`src/rtl/mod_debounce_pkg.sv`:
```
// Shared state encoding and counter sizing for the key debouncer.
package pkg_debounce;

   typedef enum logic [2:0] {S_REL, S_PWAIT, S_PRESS, S_LONG, S_RWAIT} deb_state_t;

   function automatic int cnt_width(input int deb, input int lng);
      int m;
      m = (deb > lng) ? deb : lng;
      return $clog2(m + 1);
   endfunction

endpackage

```
`src/rtl/mod_debounce_ch.sv`:
```
// One key channel: synchroniser, press/release qualification FSM, long-press timer.
// Strobes are registered and appear the cycle after the qualifying tick.
module mod_debounce_ch
   import pkg_debounce::*;
#(
   parameter int DEB_TICKS   = 4,
   parameter int LONG_TICKS  = 200,
   parameter int SYNC_STAGES = 2,
   parameter int ACTIVE_LOW  = 1
) (
   input  logic clk_i,
   input  logic rst_i,
   input  logic tick_i,
   input  logic key_i,
   output logic key_o,
   output logic press_o,
   output logic release_o,
   output logic long_o
);

   localparam int             CW     = cnt_width(DEB_TICKS, LONG_TICKS);
   localparam logic [CW-1:0]  DEB_C  = CW'(DEB_TICKS);
   localparam logic [CW-1:0]  LONG_C = CW'(LONG_TICKS);
   localparam logic           POL    = (ACTIVE_LOW != 0);

   logic [SYNC_STAGES-1:0] sync;
   logic                   act;
   deb_state_t             state;
   logic [CW-1:0]          cnt;
   logic [CW-1:0]          cnt_inc;
   logic                   was_long;

   assign act     = sync[SYNC_STAGES-1] ^ POL;
   assign cnt_inc = cnt + 1'b1;

   always_ff @(posedge clk_i) begin
      if (rst_i) begin
         sync      <= {SYNC_STAGES{POL}};
         state     <= S_REL;
         cnt       <= '0;
         was_long  <= 1'b0;
         key_o     <= 1'b0;
         press_o   <= 1'b0;
         release_o <= 1'b0;
         long_o    <= 1'b0;
      end else begin
         sync      <= {sync[SYNC_STAGES-2:0], key_i};
         press_o   <= 1'b0;
         release_o <= 1'b0;
         long_o    <= 1'b0;
         // An act change always takes priority over a tick in the same cycle.
         case (state)
            S_REL: begin
               if (act) begin
                  state <= S_PWAIT;
                  cnt   <= '0;
               end
            end
            S_PWAIT: begin
               if (!act) begin
                  state <= S_REL;
               end else if (tick_i) begin
                  if (cnt_inc == DEB_C) begin
                     state   <= S_PRESS;
                     cnt     <= '0;
                     key_o   <= 1'b1;
                     press_o <= 1'b1;
                  end else begin
                     cnt <= cnt_inc;
                  end
               end
            end
            S_PRESS: begin
               if (!act) begin
                  state    <= S_RWAIT;
                  cnt      <= '0;
                  was_long <= 1'b0;
               end else if (tick_i && (LONG_TICKS != 0)) begin
                  if (cnt_inc == LONG_C) begin
                     state  <= S_LONG;
                     long_o <= 1'b1;
                  end else begin
                     cnt <= cnt_inc;
                  end
               end
            end
            S_LONG: begin
               if (!act) begin
                  state    <= S_RWAIT;
                  cnt      <= '0;
                  was_long <= 1'b1;
               end
            end
            S_RWAIT: begin
               // A release glitch returns to the held state; a long press never refires.
               if (act) begin
                  state <= was_long ? S_LONG : S_PRESS;
                  cnt   <= '0;
               end else if (tick_i) begin
                  if (cnt_inc == DEB_C) begin
                     state     <= S_REL;
                     key_o     <= 1'b0;
                     release_o <= 1'b1;
                  end else begin
                     cnt <= cnt_inc;
                  end
               end
            end
            default: state <= S_REL;
         endcase
      end
   end

endmodule

```
`src/rtl/mod_debounce.sv`:
```
// Multi-channel debouncer: prescaler rising-edge tick shared by N_KEYS channels.
// presc_clk_i is sampled as data; every output is registered inside the channels.
module mod_debounce
   import pkg_debounce::*;
#(
   parameter int N_KEYS      = 4,
   parameter int DEB_TICKS   = 4,
   parameter int LONG_TICKS  = 200,
   parameter int SYNC_STAGES = 2,
   parameter int ACTIVE_LOW  = 1
) (
   input  logic              clk_i,
   input  logic              rst_i,
   input  logic              presc_clk_i,
   input  logic [N_KEYS-1:0] key_i,
   output logic [N_KEYS-1:0] key_o,
   output logic [N_KEYS-1:0] press_o,
   output logic [N_KEYS-1:0] release_o,
   output logic [N_KEYS-1:0] long_o
);

   logic presc_q;
   logic tick;

   always_ff @(posedge clk_i) begin
      if (rst_i) presc_q <= 1'b0;
      else       presc_q <= presc_clk_i;
   end

   assign tick = presc_clk_i & ~presc_q;

   for (genvar k = 0; k < N_KEYS; k++) begin : g_ch
      mod_debounce_ch #(
         .DEB_TICKS   (DEB_TICKS),
         .LONG_TICKS  (LONG_TICKS),
         .SYNC_STAGES (SYNC_STAGES),
         .ACTIVE_LOW  (ACTIVE_LOW)
      ) u_ch (
         .clk_i     (clk_i),
         .rst_i     (rst_i),
         .tick_i    (tick),
         .key_i     (key_i[k]),
         .key_o     (key_o[k]),
         .press_o   (press_o[k]),
         .release_o (release_o[k]),
         .long_o    (long_o[k])
      );
   end

endmodule

```
`config.mk`:
```
export PLATFORM = sky130hd
export DESIGN_NAME = mod_debounce
export DESIGN_NICKNAME = d
export VERILOG_FILES = /design/src/rtl/mod_debounce_pkg.sv /design/src/rtl/mod_debounce_ch.sv /design/src/rtl/mod_debounce.sv
export SDC_FILE = /design/constraint.sdc
export NUM_CORES = 1
export LEC_CHECK = 0
export BUFFER_PORTS_ARGS = -buffer_cell sky130_fd_sc_hd__buf_2
export CAP_MARGIN = 20
export CORE_AREA = 2 2 101 93
export CTS_BUF_LIST = sky130_fd_sc_hd__clkbuf_16
export DETAILED_ROUTE_END_ITERATION = 12
export DIE_AREA = 0 0 103 95
export PLACE_DENSITY_LB_ADDON = 0.1
export SLEW_MARGIN = 10
export SYNTH_ARGS = -nofsm -noshare
export SYNTH_HDL_FRONTEND = slang
export SYNTH_SLANG_ARGS = --single-unit
```
`constraint.sdc`:
```
create_clock -name clk_i -period 5.2 [get_ports clk_i]
set_input_delay 0.52 -clock clk_i [delete_from_list [all_inputs] [get_ports clk_i]]
set_output_delay 0.52 -clock clk_i [all_outputs]
set_load 0.01 [all_outputs]
```
==> results of run 1 <==
-- power breakdown --
part | internal (W) | switching, W
sequential | 0.000567 | 0.0000131
combinational | 0.0000348 | 0.0000588
clock | 0.000415 | 0.000228
total | 0.00102 | 0.000300
-- worst paths after layout --
kind	cells past startpoint	slack, ns	endpoint	startpoint
worst max-delay path	7	2.47	g_ch[1].u_ch.cnt[6]	g_ch[1].u_ch.cnt[0]
worst min-delay path	2	0.38	g_ch[1].u_ch.sync[0]	key_i[1]
worst max register to register	7	2.47	g_ch[1].u_ch.cnt[6]	g_ch[1].u_ch.cnt[0]
worst min register to register	1	0.41	g_ch[1].u_ch.sync[1]	g_ch[1].u_ch.sync[0]
-- final cells by class --
cell class / count / share of cell area (%)
Multi-Input combinational cell: 390 / 53.12
Clock inverter: 7 / 1.871
Sequential cell: 73 / 32.13
Tap cell: 122 / 3.356
Inverter: 24 / 1.981
Clock buffer: 9 / 4.952
Timing Repair Buffer: 23 / 2.586
-- cell usage after synthesis, drive strengths merged, types with 13 or more instances --
cell type  count
a21oi         33
and3          20
buf           20
clkbuf        25
dfxtp         73
inv           24
nand2         41
nand3         26
nor2          47
nor3          16
o21ai         27
or3           13
-- per-stage QoR --
step	hold WS (ns)	total power (W)
floorplan	0.3895	0.0006679
global placement	0.3924	0.0006835
detailed placement	0.3976	0.0006855
CTS	0.3668	0.001337
global route	0.3699	0.001369
finish	0.3755	0.001317
-- per-layer routing --
metal  vias to the layer above  share of wire, %  global-route usage (%)
li1                       1913                 -                       -
met1                      1818                49                   28.05
met2                        68                47                   31.76
met3                         4               3.6                   4.367
met4                         0              0.46                   6.031
met5                         -                 0                       0
-- worst register-to-register path, stage by stage, from the launching register on --
cell	delay, ns
dfxtp_1	0.41
ha_1	0.30
and3_1	0.21
o211ai_1	0.09
a2111oi_1	0.66
a21oi_1	0.41
nor2b_1	0.28
a32o_1	0.26
-- flip-flops by register name, summed over array words and instances, names as in the netlist --
| name | flops |
|---|---|
| g_ch.u_ch.was_long | 4 |
| g_ch.u_ch.long_o | 4 |
| g_ch.u_ch.cnt | 32 |
| g_ch.u_ch.key_o | 4 |
| g_ch.u_ch.sync | 8 |
| g_ch.u_ch.state | 12 |
| g_ch.u_ch.release_o | 4 |
| presc_q | 1 |
| g_ch.u_ch.press_o | 4 |
-- cell families (layout without fill, tap and decap cells) --
group	after synthesis	count (layout)	share of synthesized area (%)
fa+ha+maj	4	4	1.181
buf+inv	70	63	8.530
mux	10	10	2.391
flops	73	73	34.47
xor+xnor	5	5	1.033
simple gates	237	237	30.52
compound gates	134	134	21.87
==> results_dict.tcl, run 1 <==
set metrics [dict create \
    nNetsFinal 532 \
    cts_made_buffers 9 \
    worstSetupStartpointType "flip-flop" \
    start_util_pct 47.98 \
    cp-end-kind "flip-flop" \
    final.setup_skew_ns 0.005561 \
    synth_top_area_share_pct 34.47 \
    cpMaxStageDelayCell "a2111oi_1" \
    min_path_type "in -> reg" \
    groute.usage.overall_pct 20.30 \
    cts_sinks 73 \
    final.setup.worst_slack_ns 2.467 \
    critPathBufInv 0 \
    synthesis.instances 533 \
    clk_latency_ns 0.33 \
    area.sequential_um2 1461 \
    firstDrtPassIters 4 \
    synthFlopType "dfxtp_1" \
    cts_tree "yes" \
    synth_async_sr_flop_share_pct 0 \
    drt_iter0_markers 208 \
    die_w_um 103 \
    antenna_found_initial 0 \
    ant_nets 0 \
    finalHoldViolations 0 \
    route.detailed.vias_per_inst 5.869 \
    synth-warning-count 0 \
    floorplan.die_area_um2 9785 \
    postSynthAreaPerCell_um2 7.953 \
    timing.critical_path.slowest_cell_delay_ns 0.66 \
    run_status "completed" \
    number_of_pins_exceeding_their_max_slew_limit_in_the_final_report 0 \
    worstPathCellList "ha_1, and3_1, o211ai_1, a2111oi_1, a21oi_1, nor2b_1, a32o_1" \
    post_route_cells_drive_above_1_share_pct 12.17 \
    detailedPlacementHpwl_um 6333 \
    core_um2 8836 \
    clock-root-buffer "clkbuf_16" \
    timing.final.setup_violations 0 \
    synth.lib_cells_used.distinct 69 \
    final_core_utilization_pct 51.47 \
    io_buffers 22 \
    synth_top_area_cell "dfxtp_1" \
    antenna-diode-count 0 \
    place_congestion 0.8785 \
    ffs_latches_synth 73 \
    floorplan.io_pins 23 \
    setup_tns_ns 0 \
    vias 3803 \
    criticalPathCategory "reg -> reg" \
    irDropWorstVdd_uv 139.0 \
    worst-slew-pin-transition_ns 0.7904 \
    count_of_hold_buffers_inserted_by_post_cts_repair 0 \
    synth_edf_count 0 \
    die-height_um 95 \
    final_cell_area_um2 4548 \
    clock_tree.htree_level_count 3 \
    max-cap-violations 0 \
    synth_area_leaders "dfxtp_1 (34%), nor2_1 (4.2%), a21oi_1 (3.8%)" \
    power_density_nw_per_um2 289.6 \
    path_delay_family "compound AO/OA/AOI/OAI gates" \
    wire_length_of_the_first_global_routing_pass_um 16070 \
    crit_path_max_fanout 10 \
    detailed_place.area_um2 4238 \
    drc 0 \
    place_worst_setup_slack_ns 2.479 \
    mostFrequentLayoutCell "dfxtp_1" \
    final_worst_path_cycle_share_pct 52.55 \
    multiInputGateArea_um2 2416 \
    cts.repair.resized 0 \
    wl_per_cell_um 14.38 \
    synthToLayoutAreaGrowth_pct 7.290 \
    overflow_left_after_global_routing 0 \
    max_slew_margin_pct 47.31 \
    critPathArrivalTime_ns 2.95 \
    achievable_clock_frequency_mhz 365.9 \
    grt_max_degree 73 \
    grt_setup_unrepaired "no" \
    clkSlewWorstSetupHoldPaths_ns 0.06 \
    synth-seq-area-share_pct 34.47 \
    first_global_vias 3423 \
    placedCellCount 632 \
    ctsLongestPathBuffers 2 \
    cellLeakagePower_nw 1.655 \
    layout_min_cycle_time_ns 2.733 \
    mostFrequentLayoutCells "dfxtp_1 (73), nor2_1 (47), nand2_1 (41), a21oi_1 (32), o21ai_0 (27)" \
    post-cts-setup-buffer-count 0 \
    num_rows 33 \
    filler_cell_count 861 \
    wl_um 9321 \
    critical_path_required_ns 5.42 \
    syn-num-nets 544 \
    layoutNonFillerInstCount 648 \
    synth.cell_area_um2 4239 \
]
(Power assumes the default switching activity.)
==> inputs of run 2 (changes only) <==
--- a/config.mk
+++ b/config.mk
@@ -5,12 +5,13 @@
 export SDC_FILE = /design/constraint.sdc
 export NUM_CORES = 1
 export LEC_CHECK = 0
+export ABC_AREA = 1
 export BUFFER_PORTS_ARGS = -buffer_cell sky130_fd_sc_hd__buf_2
 export CAP_MARGIN = 20
-export CORE_AREA = 2 2 101 93
+export CORE_AREA = 2 2 103 95
 export CTS_BUF_LIST = sky130_fd_sc_hd__clkbuf_16
 export DETAILED_ROUTE_END_ITERATION = 12
-export DIE_AREA = 0 0 103 95
+export DIE_AREA = 0 0 105 97
 export PLACE_DENSITY_LB_ADDON = 0.1
 export SLEW_MARGIN = 10
 export SYNTH_ARGS = -nofsm -noshare
==> constraint.sdc (replaced) <==
create_clock -name clk_i -period 2.9 [get_ports clk_i]
set_input_delay 0.29 -clock clk_i [delete_from_list [all_inputs] [get_ports clk_i]]
set_output_delay 0.29 -clock clk_i [all_outputs]
set_load 0.01 [all_outputs]
==> results_dict.tcl, run 2 <==
set metrics [dict create \
    clkSlewWorstSetupHoldPaths_ns 0.06 \
    nNetsFinal 754 \
    firstDrtPassIters 5 \
    layout_top_registers "g_ch.u_ch.cnt: 32 flops, g_ch.u_ch.state: 12 flops, g_ch.u_ch.sync: 8 flops" \
    post_synth_most_frequent_cells "nand2_1 (216), nor2_1 (131), inv_1 (101)" \
    groute.usage.overall_pct 19.87 \
    number_of_pins_exceeding_their_max_slew_limit_in_the_final_report 0 \
    irDropWorstVdd_uv 427.3 \
    layout_min_cycle_time_ns 2.150 \
    antenna-diode-count 0 \
    timing.final.setup_violations 0 \
    post-cts-setup-buffer-count 0 \
    mostFrequentLayoutCell "nand2_1" \
    hold_ws_ns 0.1436 \
    ant_nets 0 \
    globalRouteMet1Util_pct 26.46 \
    placedCellCount 854 \
    yosys.cell_count.top_type "nand2_1" \
    vias 4301 \
    largest_register "g_ch.u_ch.cnt" \
    floorplan.io_pins 23 \
    wl_um 9694 \
    critical-path-top-cell-by-count "o21ai_0" \
    io_buffers 22 \
    gr-usage-met3_pct 3.639 \
    synthToLayoutAreaGrowth_pct 8.201 \
    clk_latency_ns 0.33 \
    drt_iter0_markers 202 \
    r2r_setup_slack_ns 0.75 \
    die_w_um 105 \
    floorplan.die_area_um2 10190 \
    final_worst_path_cycle_share_pct 74.13 \
    cp-end-kind "flip-flop" \
    worst-r2r-cell-count 10 \
    synth-seq-area-share_pct 32.58 \
    met2_usage_pct 32.87 \
    layoutNonFillerInstCount 870 \
    worstPathCellList "nor2_4, inv_2, o21ai_0, o21ai_0, nor2_2, nand2_1, nor2_2, o21ai_0, nand2_1, nor2_1" \
    grt_max_degree 37 \
    core_um2 9001 \
    synth_top_area_cell "dfxtp_1" \
    wl_per_cell_um 11.14 \
    achievable_clock_frequency_mhz 465.1 \
    criticalPathCategory "reg -> reg" \
    start_util_pct 49.83 \
    final.setup_skew_ns 0.005210 \
    synth_edf_count 0 \
    synth_async_sr_flop_share_pct 0 \
    ffs_latches_synth 73 \
    place_congestion 0.9052 \
    wire_length_of_the_first_global_routing_pass_um 16980 \
    syn-num-nets 747 \
    run_status "completed" \
    overflow_left_after_global_routing 0 \
    synthFlopType "dfxtp_1" \
    synth_top_area_share_pct 32.58 \
    postSynthAreaPerCell_um2 6.094 \
    max-cap-violations 0 \
    grt_setup_unrepaired "no" \
    synth.cell_area_um2 4486 \
    globalRoute.busiestLayer "met2" \
    synthesis.instances 736 \
    critPathArrivalTime_ns 2.35 \
    cts.repair.resized 0 \
    setup_tns_ns 0 \
    cts_sinks 73 \
    path_delay_family "simple AND/OR/NAND/NOR gates" \
    filler_cell_count 938 \
    power_density_nw_per_um2 1022 \
    clock_tree.htree_level_count 3 \
    max_reg_flops 32 \
    ctsLongestPathBuffers 2 \
    critical_path_required_ns 3.10 \
    crit_path_max_fanout 12 \
    drc 0 \
    synth-warning-count 0 \
    antenna_found_initial 0 \
    critPathBufInv 1 \
    mostFrequentLayoutCells "nand2_1 (216), nor2_1 (131), inv_1 (102), dfxtp_1 (73), nand3_1 (41)" \
    min_path_type "in -> reg" \
    worstSetupStartpointType "flip-flop" \
    first_global_vias 3954 \
    post_route_cells_drive_above_1_share_pct 10.83 \
    clock-root-buffer "clkbuf_16" \
    cts_tree "yes" \
    critical_path_cell_count 10 \
    finalHoldViolations 0 \
    die-height_um 97 \
    count_of_hold_buffers_inserted_by_post_cts_repair 0 \
    max_slew_margin_pct 65.23 \
    cellLeakagePower_nw 2.382 \
    synth_area_leaders "dfxtp_1 (33%), nand2_1 (18%), nor2_1 (11%)" \
    synth.lib_cells_used.distinct 35 \
    cpMaxStageDelayCell "nor2_2" \
    min_delay_path_depth 2 \
    detailedPlacementHpwl_um 7086 \
    timing.critical_path.slowest_cell_delay_ns 0.40 \
    worst-slew-pin-transition_ns 0.5215 \
    num_rows 33 \
    route.detailed.vias_per_inst 4.944 \
    cts_made_buffers 9 \
]
## run 2: cell count changes in the layout (fill, tap and decap cells not counted), sizes merged, moves of 16 or more
cell / delta
and3: -20
nand4: +16
inv: +82
nor2: +100
nand2: +180
nand3: +22
## run 2: layer usage
metal | share of wire (%) | routed length (um)
met5 | 0 | 0
met2 | 43 | 4159
met3 | 4.6 | 443
met1 | 51 | 4944
met4 | 1.5 | 146
## run 2: through the flow
| step | total power [W] | cell area, um^2 | setup slack (ns) | util, % |
|---|---|---|---|---|
| global route | 0.005474 | 4853 | 0.5596 | 53.92 |
| floorplan | 0.003475 | 4486 | 1.210 | - |
| global placement | 0.003840 | 4566 | 0.8032 | 50.72 |
| finish | 0.004962 | 4853 | 0.7501 | 53.92 |
| CTS | 0.004983 | 4853 | 0.7449 | 53.92 |
| detailed placement | 0.003877 | 4566 | 0.6778 | 50.72 |
## run 2: worst paths after layout
check / start / end
setup reg to reg: presc_q / g_ch[2].u_ch.cnt[2]
hold reg to reg: g_ch[0].u_ch.sync[0] / g_ch[0].u_ch.sync[1]
hold / removal: key_i[1] / g_ch[1].u_ch.sync[0]
setup / recovery: presc_q / g_ch[2].u_ch.cnt[2]
## run 2: layout make-up
| cell class | count | area (um^2) | area share [%] |
|---|---|---|---|
| clock inverter | 7 | 62.56 | 1.289 |
| multi-input combinational | 531 | 2440 | 50.27 |
| timing repair buffer | 23 | 117.6 | 2.423 |
| tap | 122 | 152.6 | 3.145 |
| clock buffer | 9 | 225.2 | 4.640 |
| sequential | 73 | 1461 | 30.11 |
| inverter | 105 | 394.1 | 8.121 |
## run 2: logic make-up after synthesis
family / synth area share [%]
compound gates: 7.615
xor+xnor: 0.5859
fa+ha+maj: 1.116
buf+inv: 13.03
flops: 32.58
simple gates: 45.08
## run 2: worst register-to-register path, stage by stage, from the launching register on
cell and delay (ns):
dfxtp_1 0.32, nor2_4 0.27, inv_2 0.18, o21ai_0 0.19, o21ai_0 0.12, nor2_2 0.14
nand2_1 0.07, nor2_2 0.40, o21ai_0 0.20, nand2_1 0.09, nor2_1 0.04
## run 2: power by group
part	internal, W	switching [W]	total [W]
clock network	0.000656	0.000415	0.00107
registers	0.00128	0.000282	0.00156
logic	0.000782	0.00155	0.00233
total	0.00271	0.00225	0.00496
